**config.mk**
```make
export PLATFORM = sky130hd
export DESIGN_NAME = md_sequencer
export DESIGN_NICKNAME = d
export VERILOG_FILES = /design/src/rtl/md_sequencer_pkg.sv /design/src/rtl/md_sequencer_operand_latch.sv /design/src/rtl/md_sequencer.sv
export SDC_FILE = /design/constraint.sdc
export NUM_CORES = 1
export LEC_CHECK = 0
export BUFFER_PORTS_ARGS = -buffer_cell sky130_fd_sc_hd__buf_4
export CELL_PAD_IN_SITES_DETAIL_PLACEMENT = 0
export CELL_PAD_IN_SITES_GLOBAL_PLACEMENT = 1
export CORE_MARGIN = 5
export CORE_UTILIZATION = 37
export CTS_CLUSTER_SIZE = 8
export DETAILED_ROUTE_END_ITERATION = 7
export PLACE_DENSITY = 0.9
export SYNTH_ARGS = -nofsm -noshare
export SYNTH_HDL_FRONTEND = slang
export SYNTH_HIERARCHICAL = 1
export SYNTH_SLANG_ARGS = --single-unit
```
**constraint.sdc**
```tcl
create_clock -name clock -period 3.1 [get_ports clock]
set_input_delay 0.62 -clock clock [delete_from_list [all_inputs] [get_ports clock]]
set_output_delay 0.62 -clock clock [all_outputs]
set_load 0.01 [all_outputs]
```
**src/rtl/md_sequencer_pkg.sv**
```systemverilog
// Shared definitions for the mul/div sequencer: state encoding, decode constants,
// status codes and the operand bundle latched at the start of an operation.
package md_sequencer_pkg;

  typedef enum logic [1:0] {
    ST_IDLE = 2'd0,
    ST_BUSY = 2'd1,
    ST_DONE = 2'd2
  } md_state_e;

  localparam logic [4:0]  OPC_R_TYPE     = 5'b00000;
  localparam logic [4:0]  ALU_MUL        = 5'b00110;
  localparam logic [4:0]  ALU_DIV        = 5'b00111;
  localparam logic [4:0]  STATUS_REG     = 5'd30;
  localparam logic [31:0] MUL_STATUS_DEF = 32'd4;
  localparam logic [31:0] DIV_STATUS_DEF = 32'd5;

  typedef struct packed {
    logic [31:0] op_a;
    logic [31:0] op_b;
    logic [4:0]  rd;
    logic        is_div;
  } md_op_t;

  function automatic logic is_md_op(input logic [4:0] opcode, input logic [4:0] alu_op);
    return (opcode == OPC_R_TYPE) && ((alu_op == ALU_MUL) || (alu_op == ALU_DIV));
  endfunction

endpackage

```
**src/rtl/md_sequencer_operand_latch.sv**
```systemverilog
// Enable register holding operand A/B, destination register and op type
// for the duration of one mul/div operation; synchronous active-high reset.
module md_operand_latch
  import md_sequencer_pkg::*;
(
  input  logic   clock,
  input  logic   reset,
  input  logic   en,
  input  md_op_t op_in,
  output md_op_t op_out
);

  md_op_t op_d;
  md_op_t op_q;

  always_comb begin
    op_d = op_q;
    if (en) begin
      op_d = op_in;
    end else begin
      op_d = op_q;
    end
  end

  always_ff @(posedge clock) begin
    if (reset) begin
      op_q <= '0;
    end else begin
      op_q <= op_d;
    end
  end

  assign op_out = op_q;

endmodule

```
**src/rtl/md_sequencer.sv**
```systemverilog
// Execute-stage sequencer for the multi-cycle multdiv unit: start pulse, stall, single writeback.
// Optional build macro MD_TIMEOUT_EN adds a BUSY watchdog that forces an exception.
module md_sequencer
  import md_sequencer_pkg::*;
#(
  parameter int unsigned TIMEOUT_CYCLES = 40,
  parameter logic [31:0] MUL_STATUS = MUL_STATUS_DEF,
  parameter logic [31:0] DIV_STATUS = DIV_STATUS_DEF
) (
  input  logic        clock,
  input  logic        reset,
  input  logic        dx_valid,
  input  logic [4:0]  opcode,
  input  logic [4:0]  ALU_op,
  input  logic [4:0]  rd,
  input  logic [31:0] operandA,
  input  logic [31:0] operandB,
  input  logic [31:0] md_result,
  input  logic        md_exception,
  input  logic        md_ready,
  output logic        ctrl_MULT,
  output logic        ctrl_DIV,
  output logic [31:0] md_operandA,
  output logic [31:0] md_operandB,
  output logic        stall,
  output logic        wb_valid,
  output logic [4:0]  wb_reg,
  output logic [31:0] wb_data,
  output logic        busy
);

  md_state_e   state_q, state_d;
  logic [31:0] result_q, result_d;
  logic        exc_q, exc_d;
  logic        start_s;
  logic        accept_s;
  md_op_t      live_op_s;
  md_op_t      held_op_s;

  // Reset is gated into start so nothing launches during the reset cycle itself.
  assign start_s   = (state_q == ST_IDLE) && dx_valid && is_md_op(opcode, ALU_op) && !reset;
  assign accept_s  = (state_q == ST_BUSY) && md_ready;
  assign live_op_s = '{op_a: operandA, op_b: operandB, rd: rd, is_div: ALU_op[0]};

  md_operand_latch u_operand_latch (
    .clock  (clock),
    .reset  (reset),
    .en     (start_s),
    .op_in  (live_op_s),
    .op_out (held_op_s)
  );

`ifdef MD_TIMEOUT_EN
  logic [15:0] cnt_q, cnt_d;
  logic        timeout_s;

  assign timeout_s = (state_q == ST_BUSY) && !md_ready && (cnt_q == 16'(TIMEOUT_CYCLES - 1));

  always_comb begin
    cnt_d = cnt_q;
    if (start_s) begin
      cnt_d = 16'd0;
    end else if (state_q == ST_BUSY) begin
      cnt_d = cnt_q + 16'd1;
    end else begin
      cnt_d = cnt_q;
    end
  end

  always_ff @(posedge clock) begin
    if (reset) begin
      cnt_q <= 16'd0;
    end else begin
      cnt_q <= cnt_d;
    end
  end
`endif

  always_ff @(posedge clock) begin
    if (reset) begin
      state_q  <= ST_IDLE;
      result_q <= 32'd0;
      exc_q    <= 1'b0;
    end else begin
      state_q  <= state_d;
      result_q <= result_d;
      exc_q    <= exc_d;
    end
  end

  always_comb begin
    state_d = state_q;
    case (state_q)
      ST_IDLE: begin
        if (start_s) begin
          state_d = ST_BUSY;
        end else begin
          state_d = ST_IDLE;
        end
      end
      ST_BUSY: begin
        if (md_ready) begin
          state_d = ST_DONE;
`ifdef MD_TIMEOUT_EN
        end else if (timeout_s) begin
          state_d = ST_DONE;
`endif
        end else begin
          state_d = ST_BUSY;
        end
      end
      ST_DONE: state_d = ST_IDLE;
      default: state_d = ST_IDLE;
    endcase
  end

  // Result capture: a real md_ready wins over the watchdog in the same cycle.
  always_comb begin
    result_d = result_q;
    exc_d    = exc_q;
    if (accept_s) begin
      result_d = md_result;
      exc_d    = md_exception;
`ifdef MD_TIMEOUT_EN
    end else if (timeout_s) begin
      result_d = 32'd0;
      exc_d    = 1'b1;
`endif
    end else begin
      result_d = result_q;
      exc_d    = exc_q;
    end
  end

  always_comb begin
    stall       = start_s || (state_q == ST_BUSY);
    ctrl_MULT   = start_s && !ALU_op[0];
    ctrl_DIV    = start_s && ALU_op[0];
    md_operandA = start_s ? operandA : held_op_s.op_a;
    md_operandB = start_s ? operandB : held_op_s.op_b;
    busy        = (state_q != ST_IDLE);
    wb_valid    = 1'b0;
    wb_reg      = 5'd0;
    wb_data     = 32'd0;
    if (state_q == ST_DONE) begin
      if (exc_q) begin
        wb_valid = 1'b1;
        wb_reg   = STATUS_REG;
        wb_data  = held_op_s.is_div ? DIV_STATUS : MUL_STATUS;
      end else if (held_op_s.rd != 5'd0) begin
        wb_valid = 1'b1;
        wb_reg   = held_op_s.rd;
        wb_data  = result_q;
      end else begin
        wb_valid = 1'b0;
      end
    end else begin
      wb_valid = 1'b0;
    end
  end

endmodule

```
; After elaboration in Yosys (flattened, before gate mapping)
; Cells that the tools add are included.
[word_totals]
out_inout_bits = 106
word_cells = 41
inputBits = 116
ff_bits = 105
[classes]
mux = 15
eq_ne = 4
reduce_logical = 15
[op_table]
columns = operator, count
row1 = $mux 32, 5
row2 = $mux 5, 3
row3 = $eq 5x3->1 const B, 2
row4 = $logic_and 1x1->1, 7
row5 = $logic_not 5->1, 1
row6 = $mux 1, 5
row7 = $reduce_bool 5->1, 1
row8 = $pmux 2 s2, 1
row9 = $eq 2x1->1 const B, 1
row10 = $eq 2x2->1 const B, 1
row11 = $logic_not 1->1, 2
row12 = $logic_not 2->1, 1
row13 = $logic_or 1x1->1, 2
row14 = $mux 2, 1
row15 = $reduce_bool 2->1, 1

; Depth between registers and ports, before layout
[logic_depth]
depth_word = 7
depth_mapped = 10
ltp_nobuf = 5

; Modules after synthesis
; The synthesis kept the hierarchy.
[by_module_without_submodules]
columns = module, instances, seq_area_each_um2, cells_per_inst, area_each_um2
row1 = md_operand_latch, 1, 1401.3, 226, 2512.4
row2 = md_sequencer, 1, 700.7, 289, 2351.0

; Least setup slack after synthesis
; No wires, ideal clock.
[synth_path]
path_type = in2out
from = in opcode[1]
to = out md_operandB[26]
path_slack_ns = 0.718
path_stages = 5
required_time_ns = 2.480
arrival_time_ns = 1.762
n_path_buf = 2
path_cell_list = nor4b_1 nand4_1 buf_2 buf_6 mux2_4
[synth_between]
elab_chain_len = 5
[synth_rtl]
columns = element, line
row1 = from (decl), md_sequencer.sv:13  ; input logic [4:0] opcode,
row2 = $logic_not 5->1, md_sequencer_pkg.sv:26  ; return (opcode == OPC_R_TYPE) && ((alu_op == ALU_MUL) || (alu_op == ALU_DIV));
row3 = $logic_and 1x1->1, md_sequencer_pkg.sv:26
row4 = $logic_and 1x1->1 (2 in series), md_sequencer.sv:41  ; assign start_s = (state_q == ST_IDLE) && dx_valid && is_md_op(opcode, ALU_op) && !reset;
row5 = $mux 32, md_sequencer.sv:140  ; md_operandB = start_s ? operandB : held_op_s.op_b;
row6 = to (decl), md_sequencer.sv:24  ; output logic [31:0] md_operandB,
; Every way passes these cells.

; Worst setup path in the final report
[layout_path]
from = in ALU_op[1]
to = out md_operandB[4]
[layout_between]
elab_chain_len = 6
word_cells_on_any_way = 7
cone_classes = eq/ne: 2 / mux: 1 / reduce/logical: 4
[layout_rtl]
columns = element, line
row1 = from (decl), md_sequencer.sv:14  ; input logic [4:0] ALU_op,
row2 = $eq 5x3->1, md_sequencer_pkg.sv:26
row3 = $logic_or 1x1->1 (*), md_sequencer_pkg.sv:26
row4 = $logic_and 1x1->1 (*), md_sequencer_pkg.sv:26
row5 = $logic_and 1x1->1 (*) (2 in series), md_sequencer.sv:41
row6 = $mux 32 (*), md_sequencer.sv:140
; Every way passes the cells marked *; elsewhere a longest branch is shown, timed or not.

==> results.py <==
metrics = {
    "route": {
        "drt.antenna.violating_nets": 0,
        "via_count": 4217,
        "routedWlPerCell_um": 14.9,
        "first_iter_violations": 196,
        "viasPerCell": 4.73,
        "wirelength_um": 13300,
        "dr.pass1.iters": 6,
        "drc": 0,
    },
    "synthesis": {
        "yosys_register_bits": 105,
        "synth-xor-area-share_pct": 0,
        "synthCells": 515,
        "synth.distinct_cells": 30,
        "synth_top_family_by_area": "multiplexers",
        "yosys.area_share.simple_pct": 17.3,
        "ys_seq_area_share_pct": 43.2,
        "synth_fa_ha_area_share_pct": 0,
        "synth_compound_area_share_pct": 4.40,
        "yosysWarningCount": 6,
        "syn-cell-area_mm2": 0.00486,
        "syn-num-nets": 631,
        "syn_area_per_cell_um2": 9.44,
        "synth_mux_area_share_pct": 29.6,
    },
    "cells_and_area": {
        "layout-drive-gt1-share_pct": 42.9,
        "area_growth_pct": 40.5,
        "final_nets": 832,
        "insertedDiodeCount": 0,
    },
    "clock_network": {
        "cts_sinks": 105,
        "path_clk_slew_ns": 0.06,
        "clockRootBuffer": "clkbuf_16",
        "cts_tree": "yes",
        "cts_htree_levels": 3,
        "ctsHoldBuffers": 0,
        "post_cts_buffers": 0,
        "clockBufferDepth": 2,
        "numCtsBuffers": 9,
        "cts_resized": 0,
        "clk_latency_ns": 0.33,
    },
    "worst_setup_path": {
        "crit_fanout": 38,
        "reg2reg_depth": 7,
        "critPathKind": "primary input to output port",
        "path_cells": "buf_4 -> nor4b_2 -> nand4_1 -> buf_4 -> mux2_2 -> buf_4",
        "cp.arrival_ns": 1.99,
        "r2r-end": "u_operand_latch/op_out[25]$_SDFFE_PP0P_",
        "worst_setup_path_start_kind": "primary input",
        "critPathSlowestCell": "buf_4",
        "cp-end-kind": "output port",
        "crit_top_cell": "buf_4",
        "max_stage_delay_ns": 0.43,
        "reg2reg_slack_ns": 1.05,
        "worstReg2RegStart": "state_q[0]$_SDFF_PP0_",
        "crit_required_ns": 2.48,
        "cp-startpoint": "ALU_op[1]",
    },
    "sta": {
        "fin_ws_ns": 0.485,
        "slew_violations": 0,
        "finalCritPeriodShare_pct": 84.3,
        "finalCriticalPeriod_ns": 2.61,
        "finalHoldViolations": 0,
        "finalSetupTns_ns": 0,
        "max_freq_mhz": 382,
        "rsz0062_at_grt": "false",
        "clock_skew_ns": 0.00831,
        "worstMarginPinSlew_ns": 1.07,
        "relSlewSlack_pct": 28.6,
        "setup_viol": 0,
    },
    "global_route": {
        "antenna_found_initial": 0,
        "grt.total_usage_pct": 16.3,
        "overflow": 0,
        "grt_pass1_wl_um": 21200,
        "grt_pass1_vias": 4325,
        "grt_max_degree": 105,
    },
    "job": {
        "maxCapViolCount": 0,
    },
    "pwr": {
        "power_density_mw_per_mm2": 371,
        "p_leak_uw": 0.00296,
        "max-vdd-ir-drop_mv": 0.226,
    },
    "floorplanning": {
        "die_h_um": 125,
        "core-area_mm2": 0.0128,
        "die-area_mm2": 0.0155,
        "rows": 41,
        "start_util_pct": 38.1,
        "die_x_um": 125,
        "design.portCount": 222,
    },
    "min_path": {
        "min_to": "result_q[24]$_SDFFE_PP0P_",
        "hold_path.class": "flip-flop to flip-flop",
        "whs_path_depth": 2,
        "hold_start": "result_q[24]$_SDFFE_PP0P_",
    },
    "place": {
        "routabilityCongestion": 0.791,
        "pre_cts_ws_ns": 0.494,
        "dpl.hpwl_um": 9970,
        "io_buffers": 221,
    },
    "run_status": {
        "outcome": "completed",
    },
}
[where the power goes]
group | internal [uW] | switching [uW]
logic | 98.5 | 57.1
clock network | 564 | 464
registers | 1350 | 0.220
total | 2010 | 521
[sequential cells by signal, indices dropped and copies added (netlist names)]
register and flops:
u_operand_latch/op_out 70, state_q 2, result_q 32, exc_q 1
[placed cells by master (no fill, tap or decap), drive strengths merged]
cell type  synthesis  layout
and3b              1       1
or2                1       1
nand4              1       1
a21boi             1       1
or3                1       1
nor3               1       1
mux2              64      64
a21oi             35      35
nand2b             1       1
nor4b              2       2
dfxtp            105     105
inv                4       3
a31oi              1       1
o211ai             1       1
nor3b              2       2
o21ai              2       2
a211oi             1       1
nor2              83      83
mux2i             70      70
buf               15     229
clkbuf            24      13
and2              30      30
nand3b             1       1
nand2             67      67
clkinv             0       1
clkinvlp           0       2
or4                1       1
[worst max-delay path: cells and delay by family]
kind / cells / cell delay (ns)
AND/OR/NAND/NOR: 2 / 0.27
buffers and inverters: 3 / 0.67
multiplexers: 1 / 0.40
[kinds of logic (layout without fill, tap and decap cells)]
group                  Yosys count  after routing
AO/OA/AOI/OAI                   41             41
buffers and inverters           43            248
flip-flops                     105            105
multiplexers                   134            134
AND/OR/NAND/NOR                192            192
[stage by stage]
stage,util (%),instance area (um2),instances,hold slack (ns),power [uW]
after detailed placement,51.4,6570,877,0.442,1540
after global placement,51.4,6570,877,0.437,1540
after global routing,53.5,6830,892,0.473,2630
final,53.5,6830,892,0.450,2530
after CTS,53.5,6830,892,0.451,2580
after floorplan,-,4860,515,0.432,1410
[worst max-delay path by stage]
stage | to
after floorplan | md_operandB[26]
after global placement | md_operandB[26]
after detailed placement | md_operandB[4]
after CTS | md_operandB[16]
after global routing | md_operandB[12]
final | md_operandB[4]
[routing by layer]
layer	vias to the layer above	wire, um	track usage, %
met4	0	258	6.19
met2	130	6730	28.9
met3	18	797	4.37
met5	-	0	0
met1	1960	5480	18.6
li1	2109	-	-
[cell type report]
cell class	instances	area [um2]
multi-input combinational	367	2500
clock buffer	13	250
fill	1182	5940
sequential	105	2100
clock inverter	2	15.0
tap	172	215
inverter	4	16.3
timing repair buffer	229	1730
[synthesized netlist by cell type]
master      n  area, um2
a21boi_0    1       7.51
mux2_2     59        664
nor4b_2     1       15.0
and3b_1     1       8.76
dfxtp_1   105       2100
a211oi_1    1       7.51
clkbuf_1   23       86.3
or2_2       1       6.26
nor2_1     83        312
nand4_1     1       6.26
mux2_4      5       75.1
buf_2       6       30.0
a21oi_1    35        175
mux2i_1    70        701
inv_1       4       15.0
nor3b_1     2       15.0
nand2_1    67        251
and2_1     30        188
buf_6       2       22.5
nand2b_1    1       6.26
clkbuf_2    1       5.00
nor4b_1     1       8.76
o211ai_1    1       7.51
o21ai_0     2       10.0
or4_1       1       7.51
buf_8       7        105
or3_1       1       6.26
nand3b_1    1       7.51
a31oi_1     1       6.26
nor3_1      1       5.00
Power figures use the tool's default switching activity.
